`src/rtl/pipe_pkg.sv`:
```
// Shared decode definitions: ALU codes, MIPS opcode/funct values,
// memory access sizes and the decoded-control bundle.
package pipe_pkg;

  localparam logic [3:0] ALU_ADD = 4'd0;
  localparam logic [3:0] ALU_SUB = 4'd1;
  localparam logic [3:0] ALU_AND = 4'd2;
  localparam logic [3:0] ALU_OR  = 4'd3;
  localparam logic [3:0] ALU_XOR = 4'd4;
  localparam logic [3:0] ALU_NOR = 4'd5;
  localparam logic [3:0] ALU_SLT = 4'd6;
  localparam logic [3:0] ALU_SLL = 4'd7;
  localparam logic [3:0] ALU_SRL = 4'd8;
  localparam logic [3:0] ALU_SRA = 4'd9;
  localparam logic [3:0] ALU_LUI = 4'd10;

  localparam logic [5:0] OP_RTYPE = 6'h00;
  localparam logic [5:0] OP_ADDIU = 6'h09;
  localparam logic [5:0] OP_SLTI  = 6'h0A;
  localparam logic [5:0] OP_ANDI  = 6'h0C;
  localparam logic [5:0] OP_ORI   = 6'h0D;
  localparam logic [5:0] OP_XORI  = 6'h0E;
  localparam logic [5:0] OP_LUI   = 6'h0F;
  localparam logic [5:0] OP_LB    = 6'h20;
  localparam logic [5:0] OP_LH    = 6'h21;
  localparam logic [5:0] OP_LW    = 6'h23;
  localparam logic [5:0] OP_SB    = 6'h28;
  localparam logic [5:0] OP_SH    = 6'h29;
  localparam logic [5:0] OP_SW    = 6'h2B;

  localparam logic [5:0] FN_SLL  = 6'h00;
  localparam logic [5:0] FN_SRL  = 6'h02;
  localparam logic [5:0] FN_SRA  = 6'h03;
  localparam logic [5:0] FN_ADDU = 6'h21;
  localparam logic [5:0] FN_SUBU = 6'h23;
  localparam logic [5:0] FN_AND  = 6'h24;
  localparam logic [5:0] FN_OR   = 6'h25;
  localparam logic [5:0] FN_XOR  = 6'h26;
  localparam logic [5:0] FN_NOR  = 6'h27;
  localparam logic [5:0] FN_SLT  = 6'h2A;

  localparam logic [1:0] MEM_B = 2'd0;
  localparam logic [1:0] MEM_H = 2'd1;
  localparam logic [1:0] MEM_W = 2'd2;

  // How operand B is formed: rt value, or one of the immediate flavours.
  typedef enum logic [2:0] {
    IMM_NONE,
    IMM_SEXT,
    IMM_ZEXT,
    IMM_LUI,
    IMM_SHAMT
  } imm_mode_t;

  typedef struct packed {
    logic [3:0] alu_op;
    imm_mode_t  imm_mode;
    logic       uses_rs;
    logic       uses_rt;
    logic       dest_rd;   // 1: rd is the destination, 0: rt
    logic       reg_we;    // writes a register (before the r0 check)
    logic       mem_rd;
    logic       mem_we;
    logic [1:0] mem_len;
    logic       illegal;
  } ctrl_t;

  // True when a nonzero register a is read by the decoded instruction.
  function automatic logic src_hit(input ctrl_t c, input logic [4:0] rs,
                                   input logic [4:0] rt, input logic [4:0] a);
    return (a != 5'd0) && ((c.uses_rs && (rs == a)) || (c.uses_rt && (rt == a)));
  endfunction

endpackage

```
`src/rtl/decode_ctrl.sv`:
```
// Combinational opcode/funct table for the supported MIPS subset.
module decode_ctrl
  import pipe_pkg::*;
(
  input  logic [5:0] opcode,
  input  logic [5:0] funct,
  output ctrl_t      ctrl
);

  // Translate opcode/funct into the control bundle; unknown encodings
  // produce an inert, illegal-flagged bundle.
  always_comb begin
    ctrl = '0;
    case (opcode)
      OP_RTYPE: begin
        ctrl.uses_rs = 1'b1;
        ctrl.uses_rt = 1'b1;
        ctrl.dest_rd = 1'b1;
        ctrl.reg_we  = 1'b1;
        case (funct)
          FN_ADDU: ctrl.alu_op = ALU_ADD;
          FN_SUBU: ctrl.alu_op = ALU_SUB;
          FN_AND:  ctrl.alu_op = ALU_AND;
          FN_OR:   ctrl.alu_op = ALU_OR;
          FN_XOR:  ctrl.alu_op = ALU_XOR;
          FN_NOR:  ctrl.alu_op = ALU_NOR;
          FN_SLT:  ctrl.alu_op = ALU_SLT;
          FN_SLL, FN_SRL, FN_SRA: begin
            ctrl.alu_op   = (funct == FN_SLL) ? ALU_SLL :
                            (funct == FN_SRL) ? ALU_SRL : ALU_SRA;
            ctrl.imm_mode = IMM_SHAMT;
            ctrl.uses_rs  = 1'b0;
          end
          default: begin
            ctrl         = '0;
            ctrl.illegal = 1'b1;
          end
        endcase
      end
      OP_ADDIU, OP_SLTI: begin
        ctrl.alu_op   = (opcode == OP_SLTI) ? ALU_SLT : ALU_ADD;
        ctrl.imm_mode = IMM_SEXT;
        ctrl.uses_rs  = 1'b1;
        ctrl.reg_we   = 1'b1;
      end
      OP_ANDI, OP_ORI, OP_XORI: begin
        ctrl.alu_op   = (opcode == OP_ANDI) ? ALU_AND :
                        (opcode == OP_ORI)  ? ALU_OR  : ALU_XOR;
        ctrl.imm_mode = IMM_ZEXT;
        ctrl.uses_rs  = 1'b1;
        ctrl.reg_we   = 1'b1;
      end
      OP_LUI: begin
        ctrl.alu_op   = ALU_LUI;
        ctrl.imm_mode = IMM_LUI;
        ctrl.reg_we   = 1'b1;
      end
      OP_LB, OP_LH, OP_LW: begin
        ctrl.alu_op   = ALU_ADD;
        ctrl.imm_mode = IMM_SEXT;
        ctrl.uses_rs  = 1'b1;
        ctrl.reg_we   = 1'b1;
        ctrl.mem_rd   = 1'b1;
        ctrl.mem_len  = (opcode == OP_LB) ? MEM_B : (opcode == OP_LH) ? MEM_H : MEM_W;
      end
      OP_SB, OP_SH, OP_SW: begin
        ctrl.alu_op   = ALU_ADD;
        ctrl.imm_mode = IMM_SEXT;
        ctrl.uses_rs  = 1'b1;
        ctrl.uses_rt  = 1'b1;
        ctrl.mem_we   = 1'b1;
        ctrl.mem_len  = (opcode == OP_SB) ? MEM_B : (opcode == OP_SH) ? MEM_H : MEM_W;
      end
      default: ctrl.illegal = 1'b1;
    endcase
  end

endmodule

```
`src/rtl/decode_stage.sv`:
```
// MIPS decode stage: operand forwarding, load-use interlock and the
// ID/EX pipeline register feeding execute.
//
// Handshakes: a transfer happens on a rising edge where valid && ready.
// in_ready may depend combinationally on in_inst and out_ready; outputs
// are held unchanged while out_valid && !out_ready.
module decode_stage
  import pipe_pkg::*;
#(
  parameter int DATA_W = 32,
  parameter bit FWD_EN = 1'b1
) (
  input  logic              clk,
  input  logic              rst,
  input  logic              in_valid,
  output logic              in_ready,
  input  logic [31:0]       in_inst,
  output logic [4:0]        rf_ra1,
  output logic [4:0]        rf_ra2,
  input  logic [DATA_W-1:0] rf_rd1,
  input  logic [DATA_W-1:0] rf_rd2,
  input  logic              exf_we,
  input  logic [4:0]        exf_wa,
  input  logic [DATA_W-1:0] exf_wd,
  input  logic              memf_we,
  input  logic [4:0]        memf_wa,
  input  logic [DATA_W-1:0] memf_wd,
  input  logic              flush,
  output logic              out_valid,
  input  logic              out_ready,
  output logic [3:0]        out_alu_op,
  output logic [DATA_W-1:0] out_opa,
  output logic [DATA_W-1:0] out_opb,
  output logic [DATA_W-1:0] out_st_data,
  output logic [4:0]        out_wa,
  output logic              out_we,
  output logic              out_mem_rd,
  output logic              out_mem_we,
  output logic [1:0]        out_mem_len,
  output logic              out_illegal
);

  logic [5:0]        opcode, funct;
  logic [4:0]        rs, rt, rd, sa;
  logic [15:0]       imm;
  ctrl_t             ctrl;
  logic [DATA_W-1:0] rs_val, rt_val, opa_d, opb_d;
  logic [4:0]        wa_d;
  logic              we_d, hazard, advance;

  assign opcode = in_inst[31:26];
  assign rs     = in_inst[25:21];
  assign rt     = in_inst[20:16];
  assign rd     = in_inst[15:11];
  assign sa     = in_inst[10:6];
  assign funct  = in_inst[5:0];
  assign imm    = in_inst[15:0];

  assign rf_ra1 = rs;
  assign rf_ra2 = rt;

  decode_ctrl u_ctrl (
    .opcode (opcode),
    .funct  (funct),
    .ctrl   (ctrl)
  );

  // rs operand: r0 is hardwired zero, then EX result, then MEM result, then RF.
  always_comb begin
    rs_val = rf_rd1;
    if (rs == 5'd0)                                  rs_val = '0;
    else if (FWD_EN && exf_we && (exf_wa == rs))     rs_val = exf_wd;
    else if (FWD_EN && memf_we && (memf_wa == rs))   rs_val = memf_wd;
  end

  // rt operand with the same priority as rs.
  always_comb begin
    rt_val = rf_rd2;
    if (rt == 5'd0)                                  rt_val = '0;
    else if (FWD_EN && exf_we && (exf_wa == rt))     rt_val = exf_wd;
    else if (FWD_EN && memf_we && (memf_wa == rt))   rt_val = memf_wd;
  end

  // ALU operands: shifts take the rt value on A and the shift amount on B.
  always_comb begin
    opa_d = (ctrl.imm_mode == IMM_SHAMT) ? rt_val : rs_val;
    case (ctrl.imm_mode)
      IMM_SEXT:  opb_d = DATA_W'($signed(imm));
      IMM_ZEXT:  opb_d = DATA_W'(imm);
      IMM_LUI:   opb_d = DATA_W'({imm, 16'h0000});
      IMM_SHAMT: opb_d = DATA_W'(sa);
      default:   opb_d = rt_val;
    endcase
  end

  assign wa_d = ctrl.dest_rd ? rd : rt;
  assign we_d = ctrl.reg_we && (wa_d != 5'd0);

  // With forwarding only a load sitting in EX blocks its consumer; without
  // it any pending write in EX or MEM to a used source blocks.
  always_comb begin
    if (FWD_EN)
      hazard = out_valid && out_mem_rd && src_hit(ctrl, rs, rt, out_wa);
    else
      hazard = (out_valid && out_we && src_hit(ctrl, rs, rt, out_wa)) ||
               (memf_we && src_hit(ctrl, rs, rt, memf_wa));
  end

  assign advance  = !out_valid || out_ready;
  assign in_ready = (advance && !hazard) || flush;

  // ID/EX register: load a decoded instruction, insert a bubble, or hold.
  always_ff @(posedge clk) begin
    if (!rst) begin
      out_valid   <= 1'b0;
      out_alu_op  <= ALU_ADD;
      out_opa     <= '0;
      out_opb     <= '0;
      out_st_data <= '0;
      out_wa      <= '0;
      out_we      <= 1'b0;
      out_mem_rd  <= 1'b0;
      out_mem_we  <= 1'b0;
      out_mem_len <= MEM_B;
      out_illegal <= 1'b0;
    end else if (flush) begin
      out_valid <= 1'b0;
    end else if (advance) begin
      if (in_valid && !hazard) begin
        out_valid   <= 1'b1;
        out_alu_op  <= ctrl.alu_op;
        out_opa     <= opa_d;
        out_opb     <= opb_d;
        out_st_data <= rt_val;
        out_wa      <= wa_d;
        out_we      <= we_d;
        out_mem_rd  <= ctrl.mem_rd;
        out_mem_we  <= ctrl.mem_we;
        out_mem_len <= ctrl.mem_len;
        out_illegal <= ctrl.illegal;
      end else begin
        out_valid <= 1'b0;
      end
    end
  end

endmodule

```
`config.mk`:
```
export PLATFORM = sky130hd
export DESIGN_NAME = decode_stage
export DESIGN_NICKNAME = d
export VERILOG_FILES = /design/src/rtl/pipe_pkg.sv /design/src/rtl/decode_ctrl.sv /design/src/rtl/decode_stage.sv
export SDC_FILE = /design/constraint.sdc
export NUM_CORES = 1
export LEC_CHECK = 0
export CORE_ASPECT_RATIO = 0.8
export CORE_MARGIN = 5
export CORE_UTILIZATION = 44
export DETAILED_ROUTE_END_ITERATION = 10
export PLACE_DENSITY = 0.82
export SYNTH_ARGS = -nofsm -noshare
export SYNTH_HDL_FRONTEND = slang
export SYNTH_SLANG_ARGS = --single-unit
```
`constraint.sdc`:
```
create_clock -name clk -period 6 [get_ports clk]
set_clock_uncertainty 0.15 [all_clocks]
set_input_delay 1.8 -clock clk [delete_from_list [all_inputs] [get_ports clk]]
set_output_delay 1.8 -clock clk [all_outputs]
set_load 0.05 [all_outputs]
```
==> results.md, run 1 <==
- The run finished with clean final reports.
- The worst setup path is of the in -> out kind.
- The worst reg2reg path startpoint is out_wa[4].
- For this run, the leading register cell type out of synthesis is sky130_fd_sc_hd__dfxtp_1.
- In this run the tightest slew margin relative to its limit is 22.0%.
- The post-synthesis async set-or-reset flop share is 0%.
- STA classifies the critical path endpoint as an output port.
- In this run the number of cells on the critical path is 7.
- The cell leakage power is 0.00355 uW.
- The number of buffers created by CTS is 9.
- The global routing usage summed across all routing layers is 31.9%.
- The final count of negative-setup-slack endpoints is 0.
- For this design the total switching power over the nets is 810 uW.
- The row count is 42.
- After synthesis, the cell types taking the most area are sky130_fd_sc_hd__dfxtp_1 (31%), sky130_fd_sc_hd__a21oi_1 (8.3%), sky130_fd_sc_hd__nand2_1 (5.6%), sky130_fd_sc_hd__o21ai_0 (5.0%), sky130_fd_sc_hd__clkbuf_1 (4.8%).
- The total standard cell area after synthesis is 7260 sq um.
- The number of enable flip-flop cells after synthesis is 0.
- Buffers added to address setup during post-CTS repair amount to 0.
- The largest net degree at the start of global routing is 108.
- In this run the critical register-to-register path is captured at out_opb[0].
- The horizontal die dimension is 154 microns.
- STA classifies the critical path startpoint as an input port.
- The detailed-route DRC error count is 0.
- Along the worst hold path, the cell count comes to 2.
- The measured slew at the worst slew-check pin is 1170 ps.
- The root buffer cell is sky130_fd_sc_hd__clkbuf_16.
- The final period utilization is 99.3%.
- Setup repair after global routing left no endpoint under its margin.
- The count of nets left with antenna violations once routing finished came out at 0.
- During synthesis, Yosys emitted a total of 0 warnings.
- The count of final max-slew check failures is 0.
- For the worst-skew pair, the clock arrives at the later sink with an insertion delay of 360 ps.
- Once the floorplan was initialized, standard cells occupied 44.3% of the core.
- In the final timing run, aggregate negative setup slack is 0 ps.
- Static timing analysis puts the maximum clock frequency at 0.168 GHz.
- The synthesized area per cell is 7.43 sq um.
- The initial antenna violation count was 3.
- For the worst flop-to-flop path, the logic depth is 7.
- The end point of the worst hold path is out_st_data[8].
- The count of different cell masters after synthesis is 58.
- In this run the power density over the cells is 210 nW/um^2.
- After technology mapping, the gate count stands at 977.
- For the worst setup path, the data required time is 4050 ps.
- The worst min-delay path category is reg -> reg.
- The global-route wire length before repair is 49000 microns.
- The largest fanout on the critical path is 2.
- The number of H-tree branching levels is 3.
- The share of total power dissipated in sequential elements is 36.6%.
- After detailed routing, the number of vias per cell comes to 6.40.
- Detailed placement ended at an HPWL of 24000 microns.
- The internal power is 1430 uW.
- The count of endpoints failing hold in the final timing report is 0.
- After clock tree synthesis, the clock-pin slew on the worst setup and hold paths is 80 ps.
- Broken down by cell family, the worst path's largest delay share belongs to compound AO/OA/AOI/OAI gates.
- The post-layout utilization of the core is 65.2%.
- Wires add up to 32600 microns.
- In this run switching power makes up 36.1% of total power.
- For the worst setup path, the data arrival time is 4010 ps.
- The fraction of power consumed by combinational cells is 33.7%.
- The relative area change from synthesis to final layout is 47.3%.
- The final hold slack is 327 ps.
- The area of the die is 19200 sq um.
- The detailed router placed 9162 vias in this run.
- Port buffering added 299 buffers.
- Walking the worst path, the cells encountered are clkdlybuf4s50_1, or4_4, or2_4, o32a_1, o22a_4, a21o_1, buf_12.
- The peak supply drop is 121 uV.
- The share of the yosys chip area belonging to registers is 30.9%.
- In this run the most critical hold path is launched from out_st_data[8].
- The remaining global-route overflow is 0.
- The number of hold-repair buffers added at the cts stage is 0.
- The total of flip-flops plus latches after synthesis is 112.
- Gates resized during post-CTS repair numbered 0.
- TritonCTS built the clock tree.
- Routability-driven placement finished with a final weighted congestion of 0.945.
- After the first detailed-routing iteration, the DRC count stood at 1100.
- The number of buffers on the longest clock path is 2.
- The number of nets in the layout is 1381.
- 300 I/O pins were placed.
- The first-pass iteration count of the detailed router is 6.
- The slowest stage of the critical path is the sky130_fd_sc_hd__or4_4 cell.
- The slack of the worst reg-to-reg path is 2780 ps.
- The area share of the largest cell type after synthesis is 30.9%.
- The top cell type by total area after synthesis is sky130_fd_sc_hd__dfxtp_1.
- Of the cells placed in the final design, the portion with a size suffix greater than 1 is 7.03%.
- The via count of the first global-routing pass was 8320.
- The routed design could run at a clock period as short as 5960 ps.
- Dividing the detail-routed wire length by the instance count gives 22.8 microns.
- The synthesized net count is 1154.
- The critical path contains buffers and inverters numbering 2 combined.
- The floorplan step defined a core boundary enclosing 16400 sq um.
- The count of max-cap constraint violations is 0.
- The highest cell delay on the worst timing path is 550 ps.
- The clock sink total is 112.
- The clock network accounts for 29.8% of the total power.
- The die is 125 microns tall.
worst reg2reg max path, cell delays in order (launching register included):
cell and delay [ps]:
sky130_fd_sc_hd__dfxtp_1 370, sky130_fd_sc_hd__or3_1 390, sky130_fd_sc_hd__o311a_1 310, sky130_fd_sc_hd__nand4_1 160, sky130_fd_sc_hd__o22a_4 180, sky130_fd_sc_hd__buf_4 850
sky130_fd_sc_hd__nand3_1 400, sky130_fd_sc_hd__o32ai_1 340
state kept, by name, indices dropped and copies added (netlist names):
signal,cells
out_mem_rd,1
out_we,1
out_mem_we,1
out_wa,5
out_st_data,32
out_mem_len,2
out_opb,32
out_illegal,1
out_alu_op,4
out_valid,1
out_opa,32
power by group through the flow:
stage	combinational (uW)	clock, uW	sequential, uW
after floorplan	260	0	990
after global placement	739	0	836
after detailed placement	746	0	837
after CTS	748	675	820
after global routing	791	702	827
final	756	668	821
Yosys cell counts, types with 3 or more instances:
master                     number
sky130_fd_sc_hd__a221oi_1       7
sky130_fd_sc_hd__or4_1          4
sky130_fd_sc_hd__nand3_1       37
sky130_fd_sc_hd__a31oi_1       35
sky130_fd_sc_hd__xnor2_1       16
sky130_fd_sc_hd__o32ai_1        4
sky130_fd_sc_hd__dfxtp_1      112
sky130_fd_sc_hd__nand2_1      109
sky130_fd_sc_hd__nand2b_1       7
sky130_fd_sc_hd__nand3b_1       3
sky130_fd_sc_hd__buf_4         13
sky130_fd_sc_hd__nor2b_1        5
sky130_fd_sc_hd__o21ai_0       72
sky130_fd_sc_hd__buf_1          9
sky130_fd_sc_hd__o21a_1         5
sky130_fd_sc_hd__a311oi_1      34
sky130_fd_sc_hd__or2_2          3
sky130_fd_sc_hd__buf_6          4
sky130_fd_sc_hd__a311o_1       32
sky130_fd_sc_hd__nor2_1        41
sky130_fd_sc_hd__clkbuf_1      93
sky130_fd_sc_hd__mux2i_1        6
sky130_fd_sc_hd__a22oi_1       11
sky130_fd_sc_hd__a221oi_2       8
sky130_fd_sc_hd__nand4_1       36
sky130_fd_sc_hd__or3_1          5
sky130_fd_sc_hd__and3_1         5
sky130_fd_sc_hd__nor3b_1        4
sky130_fd_sc_hd__a21oi_1      120
sky130_fd_sc_hd__xor2_1        17
sky130_fd_sc_hd__nor3_1        42
sky130_fd_sc_hd__a211oi_1      35
sky130_fd_sc_hd__nor4_1         4
sky130_fd_sc_hd__buf_2          8
cell families (layout without fill, tap and decap cells):
logic type,count (synthesis),count (layout),synth area share [%]
other,0,2,0
buffers and inverters,131,363,8.00
flip-flops,112,112,30.9
multiplexers,6,6,0.828
XOR/XNOR,33,33,3.98
AND/OR/NAND/NOR,312,312,20.8
AO/OA/AOI/OAI,383,383,35.4
per-stage QoR:
step                      power (uW)  instance area [sq um]  std cells  worst slack (ps)
final                           2240                  10700       1431              41.3
after global routing            2320                  10700       1431              19.1
after CTS                       2240                  10700       1429              23.5
after detailed placement        1580                  10400       1413              24.7
after global placement          1580                  10400       1413              27.2
after floorplan                 1250                   7260        977               139
layout by cell type, fill, tap and decap left out, types with 3 or more instances in the layout:
master                              n
sky130_fd_sc_hd__a211oi_1          35
sky130_fd_sc_hd__a21oi_1          120
sky130_fd_sc_hd__a221oi_1           7
sky130_fd_sc_hd__a221oi_2           8
sky130_fd_sc_hd__a22oi_1           11
sky130_fd_sc_hd__a311o_1           32
sky130_fd_sc_hd__a311oi_1          34
sky130_fd_sc_hd__a31oi_1           35
sky130_fd_sc_hd__and3_1             5
sky130_fd_sc_hd__buf_4             43
sky130_fd_sc_hd__clkbuf_16          9
sky130_fd_sc_hd__clkdlybuf4s50_1  297
sky130_fd_sc_hd__dfxtp_1          112
sky130_fd_sc_hd__mux2i_1            6
sky130_fd_sc_hd__nand2_1          109
sky130_fd_sc_hd__nand2b_1           7
sky130_fd_sc_hd__nand3_1           36
sky130_fd_sc_hd__nand3b_1           3
sky130_fd_sc_hd__nand4_1           36
sky130_fd_sc_hd__nor2_1            39
sky130_fd_sc_hd__nor2b_1            5
sky130_fd_sc_hd__nor3_1            42
sky130_fd_sc_hd__nor3b_1            3
sky130_fd_sc_hd__nor4_1             4
sky130_fd_sc_hd__o21a_1             5
sky130_fd_sc_hd__o21ai_0           72
sky130_fd_sc_hd__o32ai_1            4
sky130_fd_sc_hd__or2_2              3
sky130_fd_sc_hd__or3_1              5
sky130_fd_sc_hd__or4_1              4
sky130_fd_sc_hd__xnor2_1           16
sky130_fd_sc_hd__xor2_1            17
area by class of cell:
class | count | area, sq um
tap | 220 | 275
timing repair buffer | 343 | 3350
multi-input combinational | 734 | 4470
clock inverter | 7 | 103
fill | 1436 | 5710
antenna | 2 | 5.00
inverter | 4 | 16.3
clock buffer | 9 | 225
sequential | 112 | 2240
how the worst max path moves through the flow:
| stage | from | to | slack, ps |
|---|---|---|---|
| after CTS | in_inst[30] | in_ready | 20 |
| after global routing | in_inst[4] | in_ready | 20 |
| after floorplan | in_inst[29] | in_ready | 140 |
| after global placement | in_inst[30] | in_ready | 30 |
| after detailed placement | in_inst[30] | in_ready | 20 |
| final | in_inst[4] | in_ready | 40 |
layer usage:
layer	track usage, %	part of all wire (%)
met2	47.9	44
met4	11.7	4.0
met5	0	0.040
met3	8.82	12
met1	43.8	40
Note: power is estimated with default switching activity, not from simulation.
==> run 2: changes to the inputs <==
- clock period: 6 -> 6.8 ns (I/O delays scaled with it)
==> run 2 against run 1 <==
  * Sequential share of layout area rose by 0.33 points
  * Critical endpoint unchanged
  * Worst setup slack improved by 220 ps
  * Register-to-register slack improved by 710 ps
  * Final cell count fell by 1.4%
  * Critical path depth did not move
  * Hold slack got worse by 0.94 ps
  * First-iteration DRC count rose by 6.7%
  * Flip-flop and latch count did not move
  * Via count fell by 1.7%
  * Non-clock buffer count fell by 19
  * Wire length fell by 0.21%
==> results.md, run 2 (same netlist as run 1, synthesis figures left out) <==
- The initial antenna violation count is 1 (-2).
- The initial cell density of the core is 44.3% (unchanged).
- The first-pass iteration count of the detailed router is 9 (+3).
- The count of final max-slew check failures came to 0 (unchanged).
- The port buffer count is 299 (unchanged).
- The cell depth of the worst flop-to-flop path is 7 (unchanged).
- The endpoint required time on the critical path is 4610 ps (+560 ps).
- The capturing point of the worst reg2reg path is out_opb[3].
- The worst slew slack as a fraction of its limit is 20.9% (-1.1 points).
- The slack of the worst reg-to-reg path was 3490 ps (+710 ps).
- The area of the core was 16400 sq um (unchanged).
- The number of cells traversed by the worst hold path is 2 (unchanged).
- The worst register-to-register path begins at out_wa[4].
- The global-route wire length before repair is 49600 microns (+1.2%).
- The clock sink total is 112 (unchanged).
- The ratio of total power to cell area is 187 nW/um^2 (-11%).
- The area of placed instances is 10200 sq um (-1.5%).
- The largest fanout on the critical path is 5 (+3).
- The maximum operating frequency is 0.153 GHz.
- The horizontal die dimension is 154 microns (unchanged).
- The via count of the first global-routing pass is 8318 (-0.024%).
- Clock tree synthesis selected as its root buffer the cell sky130_fd_sc_hd__clkbuf_16.
- The top cell types in the final layout, fill and taps aside, are sky130_fd_sc_hd__clkdlybuf4s50_1 (298), sky130_fd_sc_hd__a21oi_1 (120), sky130_fd_sc_hd__dfxtp_1 (112).
- The detailed-route DRC error count is 0 (unchanged).
- The critical path start-end classification is in -> out.
- The origin of the worst min-delay path is out_st_data[17].
- The shortest period the worst path allows is 6540 ps.
- The count of endpoints failing hold in the final timing report is 0 (unchanged).
- The largest registers in the layout are out_opa x32, out_opb x32, out_st_data x32.
- The estimated wirelength of the detail-placed design is 23400 microns (-2.4%).
- The startpoint type of the worst setup path is an input port.
- The per-cell routed wire length came to 23.1 microns (+1.2%).
- The number of buffers created by CTS is 9 (unchanged).
- The cell leakage power was 0.00344 uW (-3.0%).
- The global routing usage summed across all routing layers was 32.1% (+0.21 points).
- The worst slack at placement is 298 ps (+273 ps).
- The setup slack of the critical path after layout is 265 ps (+223 ps).
- The via density per instance is 6.38 (-0.30%).
- Walking the worst path, the cells encountered are clkdlybuf4s50_1, or4_4, or2_4, o32a_1, o22a_4, a21o_1, buf_12.
- The path class of the tightest hold or removal check is reg -> reg.
- The run finished with clean final reports.
- The weighted congestion reported at the end of routability-driven placement was 0.902 (-4.5%).
- The area of the die came to 19200 sq um (unchanged).
- The TritonCTS clock tree is done.
- The total I/O pin count came to 300 (unchanged).
- The height of the chip came to 125 microns (unchanged).
- The highest cell delay on the worst timing path was 570 ps (+20 ps).
- The finished layout cell area came to 10500 sq um (-1.6%).
- The clock latency on the worst-skew pair is 360 ps (about the same).
- The row count is 42 (unchanged).
- The number of resized instances in the post-cts repair step is 0 (unchanged).
- The highest-delay cell along the critical path is sky130_fd_sc_hd__or4_4.
- The remaining global-route overflow is 0 (unchanged).
- The number of H-tree branching levels is 3 (unchanged).
- The count of max-cap constraint violations is 0 (unchanged).
- In the finished design, the share of the clock period the worst path needs comes to 96.1%.
- The largest net degree at the start of global routing was 108 (unchanged).
- From synthesis to final layout, the design area changed by 45.0%.
- The leading cell type in the layout, fill and taps excluded is sky130_fd_sc_hd__clkdlybuf4s50_1.
- The iteration-0 DRC count of the detailed router is 1174 (+6.7%).
- The detailed-route via count came to 9007 (-1.7%).
- The layout cell share with drive strength beyond 1 is 5.55% (-1.5 points).
- The number of buffers added for setup after CTS is 0 (unchanged).
- The final count of negative-setup-slack endpoints is 0 (unchanged).
- The arrival time reported for the critical path endpoint is 4350 ps (+340 ps).
- The worst setup path is captured at an output port.
- Setup repair after global routing left no endpoint under its margin.
- The register clock-pin slew on the reported worst setup and hold paths is 80 ps (about the same).
- The setup TNS was 0 ps (unchanged).
- The end point of the worst hold path is out_st_data[17].
- The number of buffers on the longest clock path was 2 (unchanged).
- The measured slew at the worst slew-check pin is 1190 ps (+16.9 ps).
- The post-detailed-route count of antenna-violating nets came to 0 (unchanged).
- The total routed wirelength is 32500 microns (-0.21%).
- The number of hold-repair buffers added at the cts stage is 0 (unchanged).
- The number of nets in the layout is 1362 (-1.4%).
- The peak supply drop is 122 uV (+1.2%).
==> run 2: report_power, final <==
part	leakage (uW)	switching, uW	internal, uW
sequential	0.000920	27.3	697
clock	0.000160	277	306
combinational	0.00236	398	260
total	0.00344	702	1260
==> run 2: worst max path at each step <==
stage / depth (start not counted) / to / slack (ps) / startpoint
final: 7 / in_ready / 260 / in_inst[4]
after global routing: 7 / in_ready / 230 / in_inst[30]
after CTS: 7 / in_ready / 290 / in_inst[30]
after detailed placement: 7 / in_ready / 300 / in_inst[30]
after global placement: 7 / in_ready / 290 / in_inst[4]
after floorplan: 8 / in_ready / 460 / in_inst[29]
==> run 2: area by class of cell <==
cell class                      count  area, sq um
Fill cell                        1461         5870
Antenna cell                        1         2.50
Sequential cell                   112         2240
Timing Repair Buffer              324         3190
Clock buffer                       10          239
Clock inverter                      6         82.6
Tap cell                          220          275
Inverter                            4         16.3
Multi-Input combinational cell    734         4470
==> run 2: through the flow <==
stage / power, uW / hold slack (ps) / utilization, % / instances
after floorplan: 1100 / 534 / - / 977
after CTS: 1960 / 328 / 64.2 / 1410
after global placement: 1380 / 308 / 62.2 / 1394
after global routing: 2030 / 353 / 64.2 / 1411
after detailed placement: 1390 / 317 / 62.2 / 1394
final: 1960 / 326 / 64.2 / 1411
==> run 2: routing by layer <==
layer	share of wire (%)	global-route usage [%]	up-vias	wire, microns
met5	0	0	-	0
met4	2.8	8.10	0	904
met3	12	10.3	61	3850
met2	45	50.6	587	14700
met1	40	42.7	4249	13000
li1	-	-	4110	-
==> run 2: critical path: cells and delay by family <==
kind / cells / cell delay [ps]
compound gates: 3 / 820
simple gates: 2 / 840
buf+inv: 2 / 640
